`config.mk`:
```
export PLATFORM = sky130hd
export DESIGN_NAME = axis_ram_fifo_ctrl_flat
export DESIGN_NICKNAME = d
export VERILOG_FILES = /design/src/rtl/axis_ram_fifo_ctrl_if.sv /design/src/rtl/axis_ram_fifo_ctrl.sv /design/src/flat_wrapper.sv
export SDC_FILE = /design/constraint.sdc
export NUM_CORES = 1
export LEC_CHECK = 0
export BUFFER_PORTS_ARGS = -buffer_cell sky130_fd_sc_hd__buf_2
export CAP_MARGIN = 20
export CORE_MARGIN = 1
export CORE_UTILIZATION = 55
export CTS_CLUSTER_DIAMETER = 60
export CTS_CLUSTER_SIZE = 8
export DETAILED_ROUTE_END_ITERATION = 6
export PLACE_DENSITY = 0.94
export RECOVER_POWER = 100
export SLEW_MARGIN = 20
export SYNTH_ARGS = -nofsm -noshare
export SYNTH_HDL_FRONTEND = slang
export SYNTH_SLANG_ARGS = --single-unit
export TNS_END_PERCENT = 100
```
`constraint.sdc`:
```
create_clock -name clk -period 9.5 [get_ports clk]
set_input_delay 0.475 -clock clk [delete_from_list [all_inputs] [get_ports clk]]
set_output_delay 0.475 -clock clk [all_outputs]
set_load 0.005 [all_outputs]
```
`src/rtl/axis_ram_fifo_ctrl_if.sv`:
```
// AXI4-Stream handshake bundle shared by the ingress and egress sides of the FIFO controller.
interface axis_ram_fifo_ctrl_if #(
    parameter int unsigned DWIDTH = 32
);
    logic [DWIDTH-1:0] tdata;
    logic              tlast;
    logic              tvalid;
    logic              tready;

    modport master (output tdata, output tlast, output tvalid, input tready);
    modport slave  (input tdata, input tlast, input tvalid, output tready);
endinterface

```
`src/rtl/axis_ram_fifo_ctrl.sv`:
```
// AXI4-Stream FIFO controller driving an external dual-port RAM with 1-cycle registered read.
// Port A writes ingress beats, port B reads them back into a 2-entry skid stage that presents
// first-word-fall-through data on the egress stream.
module axis_ram_fifo_ctrl #(
    parameter int unsigned DWIDTH = 32,
    parameter int unsigned AWIDTH = 9
) (
    input  logic                  clk,
    input  logic                  reset,
    axis_ram_fifo_ctrl_if.slave   s_axis,
    axis_ram_fifo_ctrl_if.master  m_axis,
    output logic                  ram_ena,
    output logic                  ram_wea,
    output logic [AWIDTH-1:0]     ram_addra,
    output logic [DWIDTH:0]       ram_dia,
    output logic                  ram_enb,
    output logic                  ram_web,
    output logic [AWIDTH-1:0]     ram_addrb,
    input  logic [DWIDTH:0]       ram_dob,
    output logic [AWIDTH+1:0]     occupancy
);

    localparam int unsigned DepthInt = 1 << AWIDTH;
    localparam logic [AWIDTH:0] RamFull = DepthInt[AWIDTH:0];

    logic [AWIDTH-1:0] wr_ptr_q, wr_ptr_d;
    logic [AWIDTH-1:0] rd_ptr_q, rd_ptr_d;
    logic [AWIDTH:0]   ram_count_q, ram_count_d;
    logic              inflight_q, inflight_d;
    logic [DWIDTH:0]   skid_q [2];
    logic [DWIDTH:0]   skid_d [2];
    logic [1:0]        skid_count_q, skid_count_d;
    logic              s_ready_q, s_ready_d;
    logic [AWIDTH+1:0] occupancy_q, occupancy_d;

    logic              wr_hs;
    logic              pop;
    logic              issue;
    logic [1:0]        skid_left;

    // Outputs are forced idle while reset is asserted so nothing leaks from stale state.
    assign s_axis.tready = s_ready_q && !reset;
    assign m_axis.tvalid = (skid_count_q != 2'd0) && !reset;
    assign m_axis.tdata  = skid_q[0][DWIDTH-1:0];
    assign m_axis.tlast  = skid_q[0][DWIDTH];

    assign ram_ena   = wr_hs;
    assign ram_wea   = wr_hs;
    assign ram_addra = wr_ptr_q;
    assign ram_dia   = {s_axis.tlast, s_axis.tdata};
    assign ram_enb   = issue;
    assign ram_web   = 1'b0;
    assign ram_addrb = rd_ptr_q;
    assign occupancy = reset ? '0 : occupancy_q;

    // Next-state: handshakes, read issue, skid shift/capture and counters.
    always_comb begin
        wr_hs     = s_axis.tvalid && s_axis.tready;
        pop       = m_axis.tvalid && m_axis.tready;
        skid_left = skid_count_q - {1'b0, pop};
        // Issue only if the returning word is guaranteed a free skid slot.
        issue     = !reset && (ram_count_q != '0) &&
                    ((skid_left + {1'b0, inflight_q}) < 2'd2);

        skid_d       = skid_q;
        skid_count_d = skid_left;
        if (pop) begin
            skid_d[0] = skid_q[1];
        end
        if (inflight_q) begin
            skid_d[skid_left[0]] = ram_dob;
            skid_count_d         = skid_left + 2'd1;
        end

        inflight_d  = issue;
        wr_ptr_d    = wr_ptr_q + AWIDTH'(wr_hs);
        rd_ptr_d    = rd_ptr_q + AWIDTH'(issue);
        ram_count_d = ram_count_q + (AWIDTH+1)'(wr_hs) - (AWIDTH+1)'(issue);
        s_ready_d   = (ram_count_d != RamFull);
        occupancy_d = {1'b0, ram_count_d} + (AWIDTH+2)'(issue) + (AWIDTH+2)'(skid_count_d);
    end

    // State register with synchronous reset; ready comes up as soon as reset releases.
    always_ff @(posedge clk) begin
        if (reset) begin
            wr_ptr_q     <= '0;
            rd_ptr_q     <= '0;
            ram_count_q  <= '0;
            inflight_q   <= 1'b0;
            skid_count_q <= 2'd0;
            s_ready_q    <= 1'b1;
            occupancy_q  <= '0;
            skid_q[0]    <= '0;
            skid_q[1]    <= '0;
        end else begin
            wr_ptr_q     <= wr_ptr_d;
            rd_ptr_q     <= rd_ptr_d;
            ram_count_q  <= ram_count_d;
            inflight_q   <= inflight_d;
            skid_count_q <= skid_count_d;
            s_ready_q    <= s_ready_d;
            occupancy_q  <= occupancy_d;
            skid_q[0]    <= skid_d[0];
            skid_q[1]    <= skid_d[1];
        end
    end

endmodule

```
`src/flat_wrapper.sv`:
```
// flat-port wrapper written by rule: the top's interface ports become plain ports
module axis_ram_fifo_ctrl_flat 
#(
    parameter int unsigned DWIDTH = 32,
    parameter int unsigned AWIDTH = 9
)
  (clk, reset, ram_ena, ram_wea, ram_addra, ram_dia, ram_enb, ram_web, ram_addrb, ram_dob, occupancy, s_axis_tdata, s_axis_tlast, s_axis_tvalid, s_axis_tready, m_axis_tdata, m_axis_tlast, m_axis_tvalid, m_axis_tready);
  axis_ram_fifo_ctrl_if #(.DWIDTH(DWIDTH)) s_axis_i ();
  axis_ram_fifo_ctrl_if #(.DWIDTH(DWIDTH)) m_axis_i ();
  input  logic clk;
  input  logic reset;
  output logic ram_ena;
  output logic ram_wea;
  output logic [AWIDTH-1:0] ram_addra;
  output logic [DWIDTH:0] ram_dia;
  output logic ram_enb;
  output logic ram_web;
  output logic [AWIDTH-1:0] ram_addrb;
  input  logic [DWIDTH:0] ram_dob;
  output logic [AWIDTH+1:0] occupancy;
  input wire logic [$bits(s_axis_i.tdata)-1:0] s_axis_tdata;
  input wire logic [$bits(s_axis_i.tlast)-1:0] s_axis_tlast;
  input wire logic [$bits(s_axis_i.tvalid)-1:0] s_axis_tvalid;
  output wire logic [$bits(s_axis_i.tready)-1:0] s_axis_tready;
  output wire logic [$bits(m_axis_i.tdata)-1:0] m_axis_tdata;
  output wire logic [$bits(m_axis_i.tlast)-1:0] m_axis_tlast;
  output wire logic [$bits(m_axis_i.tvalid)-1:0] m_axis_tvalid;
  input wire logic [$bits(m_axis_i.tready)-1:0] m_axis_tready;
  assign s_axis_i.tdata = s_axis_tdata;
  assign s_axis_i.tlast = s_axis_tlast;
  assign s_axis_i.tvalid = s_axis_tvalid;
  assign s_axis_tready = s_axis_i.tready;
  assign m_axis_tdata = m_axis_i.tdata;
  assign m_axis_tlast = m_axis_i.tlast;
  assign m_axis_tvalid = m_axis_i.tvalid;
  assign m_axis_i.tready = m_axis_tready;
  axis_ram_fifo_ctrl #(.DWIDTH(DWIDTH), .AWIDTH(AWIDTH)) u_core (.clk(clk), .reset(reset), .s_axis(s_axis_i), .m_axis(m_axis_i), .ram_ena(ram_ena), .ram_wea(ram_wea), .ram_addra(ram_addra), .ram_dia(ram_dia), .ram_enb(ram_enb), .ram_web(ram_web), .ram_addrb(ram_addrb), .ram_dob(ram_dob), .occupancy(occupancy));
endmodule
```
==> results.md, run 1 <==
- Summed over all layers, the routed wires come to 10700 um.
- In the layout the commonest cells are 109 x dfxtp_1, 95 x nor2_1, 72 x nand2_1, 60 x buf_2, 39 x clkbuf_1.
- The most critical setup path has its startpoint at reset.
- The dominant synthesized flop cell is dfxtp_1.
- The number of antenna violations at the first check in global routing is 0.
- The library cell used most frequently in the layout, excluding fill and tap cells, is dfxtp_1.
- In this run the most critical hold path is launched from ram_dob[14].
- The max capacitance violation total is 2.
- After synthesis, the share of flip-flops with an asynchronous set or reset is 0%.
- At the worst endpoint, the arrival time is 8.44 ns.
- The synthesized design devotes to its leading area cell type 40.6% of total area.
- The boundary pin count is 171.
- After routing, the total negative slack on setup checks comes to 0 ns.
- The area of the die is 10200 um2.
- The fraction of final layout cells with drive strength greater than 1 is 13.4%.
- The number of failing hold endpoints at the final stage is 0.
- After clock tree synthesis, the setup repair step added 0 buffers.
- The largest fanout on the critical path is 56.
- The HPWL reported at the end of detailed placement is 7510 um.
- Synthesis instantiated 50 different standard cells from the library.
- The final setup slack of the worst path is 1.31 ns.
- STA puts the critical path data required time at 9.75 ns.
- The overflow left after global routing is 0.
- The total number of clock tree sinks is 109.
- The maximum vdd drop is 0.194 mV.
- In this run, post-CTS hold repair placed 0 buffers.
- The clock latency reported for the late side of the worst-skew pair is 0.37 ns.
- The number of global-route vias before repair is 3909.
- The warning count from the yosys run is 0.
- The CTS tree is yes.
- The antenna cell count is 0.
- The number of cells upsized or downsized after cts is 0.
- The post-synthesis cell type with the largest combined area is dfxtp_1.
- The final max-slew violation count came to 134.
- Row generation in the floorplan step produced 35 rows.
- The standby leakage power is 2.23 nW.
- The transition time of the tightest slew-check pin is 2.71 ns.
- By area the synthesized netlist is led by dfxtp_1 41%, buf_4 9.4%, nor2_1 6.6%.
- Global routing consumed, over all layers together, 21.3% of the routing resources.
- CTS placed an instance of clkbuf_8 at the clock tree root.
- Setup violations remaining at the end of the flow were counted as 0.
- Static timing analysis puts the maximum clock frequency at 122 MHz.
- The relative slew slack is -80.4%.
- In this run the worst hold path is classified as in -> reg.
- The CTS clock-pin slew for the worst setup and hold paths is 0.11 ns.
- Relative to the synthesized area, the layout overhead comes to 3.68%.
- The initial cell density of the core is 57.4%.
- The floorplan die width is 101 um.
- The first global-routing pass estimated 17500 um of wire.
- The routed wire length per instance is 14.1 um.
- Across all layers, the routed design uses 4082 vias.
- The H-tree generated during clock tree synthesis spans 3 levels.
- Counting the buffers created by CTS gives 9.
- The critical path capture point type is a flop.
- The worst setup path is launched from a primary input.
- By startpoint and endpoint, the worst setup path is classified as in -> reg.
- A synthesized cell averages 8.83 um2.
- The detailed router finished its first iteration with 163 violations.
- Cells fill 59.5% of the core in the end.
- The number of vias per cell after detailed routing is 5.36.
- The fraction of the cycle the final worst path needs is 86.2%.
- The portion of the post-synthesis area used by sequential elements is 40.6%.
- The chip height is 101 um.
- The checks that failed: capacitance limit, slew limit.
- The port buffer count is 103.
- The final period demand of the worst path is 8.19 ns.
- In this run the register-to-register setup slack is 1.52 ns.
- The final setup skew is 0.0156 ns.
- In this run the power density over the cells is 350 nW/um2.
- Synthesis handed over a netlist of 609 instances.
- The final antenna-violating net count is 0.
- In this run, synthesis produced a sequential element count of 109.
- The combined area of all synthesized cells is 5380 um2.
- The flow ran to the end, but the final reports show violations.
- Prior to clock tree synthesis, the placed netlist has a worst setup slack of 0.714 ns.
- The number of enable-type register cells in the synthesized netlist is 0.
- Final hold analysis gives a worst-case slack of 0.356 ns.
- At the end of routability-driven placement, the weighted congestion stood at 0.922.
- The synthesized netlist net count is 701.
- The final layout contains 719 nets.
- The maximum number of buffers from clock root to sink is 2.
- The number of iterations in the first detailed-routing pass is 6.
- The placeable core region is 9370 um2.
- After detailed routing, the number of remaining DRC violations is 0.
- Setup repair after global routing left no endpoint under its margin.
- Entering global routing, the biggest net connects 67 pins.
- The worst register-to-register path begins at u_core.skid_count_q[1]$_SDFF_PP0_.
==> Yosys cell counts (7+ instances only) <==
| library cell | n |
|---|---|
| dfxtp_1 | 109 |
| nor2_1 | 95 |
| nand2_1 | 73 |
| buf_4 | 67 |
| mux2i_1 | 35 |
| a311oi_1 | 33 |
| clkbuf_1 | 27 |
| nor2b_1 | 26 |
| ha_1 | 20 |
| xnor2_1 | 17 |
| inv_1 | 15 |
| nand3_1 | 11 |
| a21oi_1 | 10 |
| xor2_1 | 9 |
| nor3_1 | 7 |
==> cell families (layout without fill, tap and decap cells) <==
kind of cell               Yosys count  after routing  share of synthesized area (%)
DFF                                109            109                           40.6
muxes                               37             37                           6.93
other                                1              1                         0.0697
and+or+nand+nor                    236            236                           19.8
adders and majority gates           22             22                           5.40
buffers and inverters              113            136                           12.7
AOI/OAI and AO/OA                   63             63                           9.52
xor gates and xnor gates            28             28                           4.98
==> critical path: stages <==
cell      delay [ns]
buf_4           0.43
nor2_1          0.15
nand2_2         0.53
clkinv_1        0.95
ha_1            0.67
inv_1           0.08
ha_2            0.87
xor3_1          0.63
a211oi_4        0.48
xnor2_1         0.15
ha_1            0.24
fa_1            0.41
xor2_1          0.50
or4b_1          0.50
a211oi_1        0.52
nand3_4         0.14
nor4b_1         0.33
mux2_1          0.35
==> routing by layer <==
layer | up-vias | GRT usage, % | share of wire [%]
li1 | 2008 | - | -
met1 | 1907 | 25.5 | 43
met2 | 137 | 36.7 | 49
met3 | 30 | 4.72 | 5.1
met4 | 0 | 9.03 | 2.1
met5 | - | 0 | 0
==> worst paths after layout <==
check	depth (start not counted)	to
max	18	u_core.occupancy_q[9]$_SDFF_PP0_
min	3	flop
max reg2reg	18	u_core.occupancy_q[9]$_SDFF_PP0_
min reg2reg	2	u_core.m_axis.tdata[24]$_SDFF_PP0_
==> area by class of cell <==
class / count / area, um2
Fill cell: 845 / 3800
Multi-Input combinational cell: 387 / 2490
Sequential cell: 109 / 2180
Timing Repair Buffer: 104 / 474
Tap cell: 129 / 161
Clock buffer: 11 / 141
Clock inverter: 5 / 66.3
Inverter: 16 / 60.1
==> per-stage QoR <==
step	area [um2]	power, mW	std cells
floorplan	5380	1.52	609
global placement	5450	1.63	745
detailed placement	5450	1.69	745
CTS	5650	1.98	761
global route	5580	2.10	761
finish	5580	1.95	761
==> where the power goes <==
group	leakage [nW]	internal (mW)	switching [mW]
registers	0.894	0.593	0.0656
clock network	0.102	0.133	0.159
logic	1.23	0.421	0.582
Note: power is estimated with default switching activity, not from simulation.
==> run 2: changes to the inputs <==
--- a/config.mk
+++ b/config.mk
@@ -8,11 +8,11 @@
 export BUFFER_PORTS_ARGS = -buffer_cell sky130_fd_sc_hd__buf_2
 export CAP_MARGIN = 20
 export CORE_MARGIN = 1
-export CORE_UTILIZATION = 55
+export CORE_UTILIZATION = 46
 export CTS_CLUSTER_DIAMETER = 60
 export CTS_CLUSTER_SIZE = 8
 export DETAILED_ROUTE_END_ITERATION = 6
-export PLACE_DENSITY = 0.94
+export PLACE_DENSITY = 0.85
 export RECOVER_POWER = 100
 export SLEW_MARGIN = 20
 export SYNTH_ARGS = -nofsm -noshare
==> constraint.sdc (replaced) <==
create_clock -name clk -period 7.2 [get_ports clk]
set_input_delay 0.36 -clock clk [delete_from_list [all_inputs] [get_ports clk]]
set_output_delay 0.36 -clock clk [all_outputs]
set_load 0.005 [all_outputs]
==> run 2 against run 1 <==
The flow still finishes with violations (capacitance limit, slew limit). Non-clock buffer count grew 4. Setup slack lost 0.039 ns. Via count shrank 1.1%. Power grew 36%. Global-route usage shrank 4.1 points. Die area grew 19%. Flip-flop and latch count is the same. Critical path depth grew 1. Clock power grew 70%. Wire length shrank 3.0%. Critical path type unchanged. Highest routed layer unchanged.
==> results.md, run 2 (synthesis results as in run 1) <==
- The worst hold path was traced through 3 stages.
- The clock latency reported for the late side of the worst-skew pair is 0.34 ns.
- Once detailed placement completed, the half-perimeter wirelength came to 7030 um.
- The H-tree was split into 3 levels.
- The maximum number of buffers from clock root to sink is 2.
- After clock tree synthesis, the flow added hold-fix buffers numbering 0.
- The area of the die is 12100 um2.
- The count of cells in the finished layout, fillers not included, comes to 779.
- Routability-driven placement finished with a final weighted congestion of 0.859.
- The signed area change from the synthesized netlist to the final layout is 5.86%.
- The initial cell density of the core is 47.1%.
- The chip height is 110 um.
- Summing over every cut layer, the via total after detailed routing is 4038.
- The most frequent standard cell in the layout excluding fill and tap cells is dfxtp_1.
- The number of failing hold endpoints at the final stage is 0.
- Across every metal layer, demand over resource in global routing totals 17.2%.
- The path class of the lowest-slack min-delay path is in -> reg.
- The total power divided by cell area is 468 nW/um2.
- The run finished, with violations left.
- The final max-slew violation count is 166.
- Final hold analysis gives a worst-case slack of 0.272 ns.
- The detail route stage leaves a number of antenna-violating nets equal to 0.
- The first detailed-routing pass took 4 iterations.
- The number of buffers inserted during clock tree synthesis is 9.
- Across the VDD grid, the largest voltage drop is 0.248 mV.
- The root buffer cell is clkbuf_16.
- The first-pass GRT wire length is 16400 um.
- The number of design rule violations left after detail routing is 0.
- The detailed router's first-iteration violation count is 306.
- The total chip power is 2.66 mW.
- Across the run, the number of max-cap violations was 3.
- Summed over all cells, the static leakage comes to 2.24 nW.
- Data arrives at the worst endpoint at 6.15 ns.
- The transition time of the tightest slew-check pin is 2.71 ns.
- The number of vias per cell after detailed routing is 5.18.
- Of all nets on the critical path, the largest fanout is 58.
- Once placement completed, the tool counted placed cells totaling 763.
- The clock net in this run drives a total of 109 sinks.
- The multi-input gate area in the final layout is 2490 um2.
- The maximum clock frequency is 169 MHz.
- The final layout net count is 723.
- The category of the most critical setup path is in -> reg.
- The CTS clock-pin slew for the worst setup and hold paths is 0.07 ns.
- The number of antenna violations at the first check in global routing was 0.
- Counting I/O delays and the setup requirement, the final critical path takes 5.92 ns.
- Once the clock tree was built, the setup fixing pass inserted 0 buffers.
- The initialized floorplan defines 39 standard-cell rows.
- The clock arrives with 0.00585 ns of skew.
- Measured against its own limit, the worst slew margin works out to -80.4%.
- The critical path capture point type is a flop.
- The kind of start point of the critical path is a primary input.
- For this design the top-level I/O count stands at 171.
- Input and output buffers added on the ports amount to 103.
- The antenna cell count is 0.
- The library cells used most frequently in the layout, excluding fill and tap cells, are 109 x dfxtp_1, 95 x nor2_1, 72 x nand2_1, 53 x clkbuf_1, 49 x buf_2.
- The sequential cell area is 2180 um2.
- In the finished design, the share of the clock period the worst path needs comes to 82.3%.
- The depth of the worst register-to-register path is 19.
- After detailed routing, the average wire length per cell comes to 13.3 um.
- The final layout contains routed wiring with a total length of 10400 um.
- The final reports fail on capacitance limit, slew limit.
- The number of cells upsized or downsized after cts is 0.
- Setup repair after global routing left no endpoint under its margin.
- The worst register-to-register path has a setup slack of 1.29 ns.
- The post-route cell area is 5690 um2.
- The overflow left after global routing is 0.
- Once placement finished, the instance area stood at 5490 um2.
- TritonCTS built the clock tree.
- The final-layout setup total negative slack is 0 ns.
- The setup-violating endpoint count in the final report is 0.
- The number of global-route vias before repair is 3631.
- The maximum number of pins on one net before global-route repair is 67.
- The count of fill cells added during filler insertion is 1100.
- The floorplan die width is 110 um.
- The region available for standard cell placement spans 11400 um2.
- The fraction of final layout cells with drive strength greater than 1 is 11.9%.
- At the worst endpoint, the required time is 7.43 ns.
run 2: layer usage:
layer  track usage (%)  wire (um)
met5                 0          0
met4              5.26         71
met3              5.76        654
met2              28.8       4830
met1              20.9       4840
run 2: worst max-delay path, stage by stage:
cell and delay, ns:
buf_4 0.44, nor2_1 0.15, nand2_1 0.12, clkinv_1 0.06, buf_4 0.24, ha_1 0.36
inv_1 0.07, ha_1 0.15, xor3_1 0.43, a211oi_1 0.90, xnor2_1 0.18, ha_1 0.26
fa_1 0.43, xor2_2 0.36, or4b_1 0.49, a211oi_2 0.35, nand3_4 0.12, nor4b_1 0.31
mux2_1 0.35
run 2: area by class of cell:
class                           count  area share (%)
Multi-Input combinational cell    387            43.7
Timing Repair Buffer              108            8.48
Tap cell                          143            3.14
Clock inverter                      5            1.03
Clock buffer                       11            4.26
Inverter                           16            1.05
Sequential cell                   109            38.3
run 2: path summary, 6_finish.rpt:
| path | start | to |
|---|---|---|
| setup / recovery | reset | u_core.occupancy_q[9]$_SDFF_PP0_ |
| hold / removal | ram_dob[6] | flop |
| setup reg to reg | u_core.skid_count_q[1]$_SDFF_PP0_ | u_core.occupancy_q[9]$_SDFF_PP0_ |
| hold reg to reg | flop | u_core.m_axis.tdata[2]$_SDFF_PP0_ |
run 2: where the power goes:
part	internal, mW	leakage [nW]	switching, mW
Combinational	0.561	1.20	0.737
Clock	0.280	0.147	0.215
Sequential	0.784	0.894	0.0844
run 2: metrics by stage:
step | utilization (%) | setup WS, ns
finish | 49.9 | 1.28
CTS | 50.8 | 1.72
detailed placement | 48.1 | 1.39
floorplan | - | 1.98
global placement | 48.1 | 1.52
global route | 49.9 | 0.843
==> run 3: changes to the inputs <==
==> constraint.sdc (replaced) <==
create_clock -name clk -period 5 [get_ports clk]
set_input_delay 0.25 -clock clk [delete_from_list [all_inputs] [get_ports clk]]
set_output_delay 0.25 -clock clk [all_outputs]
set_load 0.005 [all_outputs]
==> run 3 against run 2 <==
The run still ends with capacitance limit, slew limit left. Core utilization increased by 0.81 points. Worst hold slack got worse by 0.12 ns. Flip-flop and latch count unchanged. Clock skew hardly changed. Count of clock-buffer cells in the layout unchanged. Combinational power increased by 52%. Critical endpoint unchanged. Largest power group unchanged.
==> results.md, run 3 (synthesis results as in run 1) <==
- The run finished, with violations left.
- The final reports fail on capacitance limit, slew limit.
- The critical path capture point type is a flop.
- The total overflow left after global routing is 0.
- The number of buffers inserted during clock tree synthesis is 9.
- The routing usage on met2 is 29.6%.
- Timing analysis after detailed placement gives a worst setup slack of 0.294 ns.
- The post-route cell area is 5790 um2.
- Of all nets on the critical path, the largest fanout is 8.
- The final setup skew is 0.00634 ns.
- The max capacitance violation total is 2.
- The CTS clock-pin slew for the worst setup and hold paths is 0.07 ns.
- The relative slew slack is -64.4%.
- In the finished design, the share of the clock period the worst path needs comes to 93.2%.
- The last weighted congestion value of the routability-driven placer is 0.813.
- The first TritonRoute pass finished after 5 iterations.
- The number of cells on the worst hold path is 3.
- The tree built by TritonCTS fans out to 109 sinks.
- The core region is 11400 um2.
- After clock tree synthesis, the flow added hold-fix buffers numbering 0.
- Setup violations remaining at the end of the flow were counted as 0.
- The transition time of the tightest slew-check pin is 2.47 ns.
- Setup repair after global routing left no endpoint under its margin.
- TritonCTS built the clock tree.
- Input and output buffers added on the ports amount to 103.
- Grouping stages by cell kind, the critical path spends the most delay in simple AND/OR/NAND/NOR gates.
- At the worst endpoint, the required time is 5.23 ns.
- The die covers 12100 um2.
- The met1 track demand over resource in global routing is 21.2%.
- The longest clock path from root to sink contains 2 buffers.
- The number of failing hold endpoints at the final stage is 0.
- The standby leakage power is 2.28 nW.
- Clock latency on the worst-skew pair, taken at its later pin, is 0.35 ns.
- In the layout the commonest cells are 109 x dfxtp_1, 95 x nor2_1, 72 x nand2_1, 54 x clkbuf_1, 50 x buf_2.
- In this run the critical register-to-register path is launched from u_core.skid_count_q[1]$_SDFF_PP0_.
- Including well taps, the total number of placed cells is 765.
- The path class of the tightest hold or removal check is in -> reg.
- STA classifies the critical path startpoint as a flop.
- The delay contributed by the slowest stage of the critical path is 0.51 ns.
- The total buffers and inverters traversed by the critical path is 3.
- The most frequent standard cell in the layout excluding fill and tap cells is dfxtp_1.
- Once placement finished, the instance area stood at 5520 um2.
- The global routing met3 resource utilization is 6.35%.
- The worst reg2reg path endpoint is u_core.occupancy_q[9]$_SDFF_PP0_.
- The number of core rows is 39.
- The final-layout setup total negative slack is 0 ns.
- The boundary pin count is 171.
- In the global route stage, overall resource usage came out at 17.6%.
- The routed layout has 3995 vias.
- The number of antenna violations at the first check in global routing came to 0.
- The fraction of final layout cells with drive strength greater than 1 is 12.8%.
- The critical path goes through nor2_1 > nor2_1 > nand2_2 > clkinv_2 > ha_1 > inv_1 > ha_1 > xor3_1 > a211oi_4 > buf_4 > nand2_1 > fa_1 > xor2_4 > or4b_1 > a211oi_4 > nand3_4 > nor4b_1 > mux2_1.
- For the worst setup path, the data arrival time is 4.89 ns.
- The routed wire length per instance is 13.4 um.
- The final antenna-violating net count is 0.
- The final non-filler cell total is 784.
- The maximum clock frequency is 215 MHz.
- IR analysis of the VDD net gives a maximum drop of 0.479 mV.
- The tree is rooted in a clkbuf_16.
- The number of vias per cell after detailed routing is 5.10.
- Measured along the y axis, the die boundary spans 110 um.
- The number of global-route vias before repair is 3572.
- Dividing total power by cell area gives a power density of 691 nW/um2.
- The number of design rule violations left after detail routing is 0.
- The category of the most critical setup path is reg -> reg.
- The standard cell with the maximum stage delay on the critical path is fa_1.
- CTS built an H-tree with a depth of 3.
- In the post-route analysis, the smallest setup slack over all paths is 0.341 ns.
- The routed wire length is 10500 um.
- The signed area change from the synthesized netlist to the final layout is 7.58%.
- For this block, the initial DRC count from the detailed router was 284.
- The final period demand of the worst path is 4.66 ns.
- The most congested layer reported by global routing is met2.
- The flop-to-flop setup slack is 0.34 ns.
- The first-pass GRT wire length is 16600 um.
- 0 antenna diodes ended up in the layout.
- Counting buffers and inverters, the worst setup path is 18 cells deep.
- The initial utilization of the core area, before any placement, comes to 47.1%.
- The final layout net count is 728.
- The floorplan die width is 110 um.
- The final max-slew violation count is 101.
- The maximum number of pins on one net before global-route repair is 83.
- The worst register-to-register path has a depth of 18.
- The start point of the worst min-delay path is ram_dob[5].
- Summing internal, switching and leakage power gives 4.00 mW.
- Once detailed placement completed, the half-perimeter wirelength came to 7100 um.
run 3: cell count changes in the layout (fill, tap and decap cells not counted), sizes merged:
cell,change
bufinv,+1
clkinvlp,-1
buf,+5
run 3: timing repair:
action | CTS | global route
resized for setup | 0 | 1
endpoints found under the setup margin | 0 | 2
setup buffers | 0 | 3
run 3: per-stage QoR:
step	util (%)	hold slack, ns
2_1_floorplan	-	0.397
3_3_place_gp	48.4	0.461
3_5_place_dp	48.4	0.466
4_1_cts	51.2	0.144
5_1_grt	50.7	0.156
6_report	50.7	0.156
run 3: metal layers:
layer	share of wire [%]	wire length [um]	up-vias
li1	-	-	2024
met1	46	4850	1848
met2	47	4960	113
met3	5.7	601	10
met4	0.53	56	0
met5	0	0	-
run 3: where the power goes:
part | total [mW] | switching (mW) | internal, mW
combinational | 1.98 | 1.11 | 0.874
clock | 0.765 | 0.310 | 0.455
sequential | 1.25 | 0.122 | 1.13
run 3: how the worst max path moves through the flow:
stage | startpoint | end
2_1_floorplan | u_core.skid_count_q[1]$_SDFF_PP0_ | u_core.occupancy_q[9]$_SDFF_PP0_
3_3_place_gp | u_core.skid_count_q[1]$_SDFF_PP0_ | u_core.occupancy_q[8]$_SDFF_PP0_
3_5_place_dp | u_core.skid_count_q[1]$_SDFF_PP0_ | u_core.occupancy_q[8]$_SDFF_PP0_
4_1_cts | u_core.skid_count_q[1]$_SDFF_PP0_ | u_core.occupancy_q[8]$_SDFF_PP0_
5_1_grt | u_core.skid_count_q[1]$_SDFF_PP0_ | u_core.occupancy_q[9]$_SDFF_PP0_
6_report | u_core.skid_count_q[1]$_SDFF_PP0_ | u_core.occupancy_q[9]$_SDFF_PP0_
run 3: cell type report:
cell class | count | area, um2
repair buffers | 113 | 519
well taps | 143 | 179
fillers | 1073 | 5630
inverters | 16 | 61.3
clock buffers | 11 | 243
multi-input cells | 387 | 2520
clock inverters | 5 | 82.6
flip-flops and latches | 109 | 2180
run 3: worst reg2reg max path, delay by kind of cell (launching register included):
kind                       cells  cell delay [ns]
xor gates and xnor gates       2             0.71
adders and majority gates      3             0.90
muxes                          1             0.35
and+or+nand+nor                7             1.34
DFF                            1             0.38
AOI/OAI and AO/OA              2             0.55
buffers and inverters          3             0.32
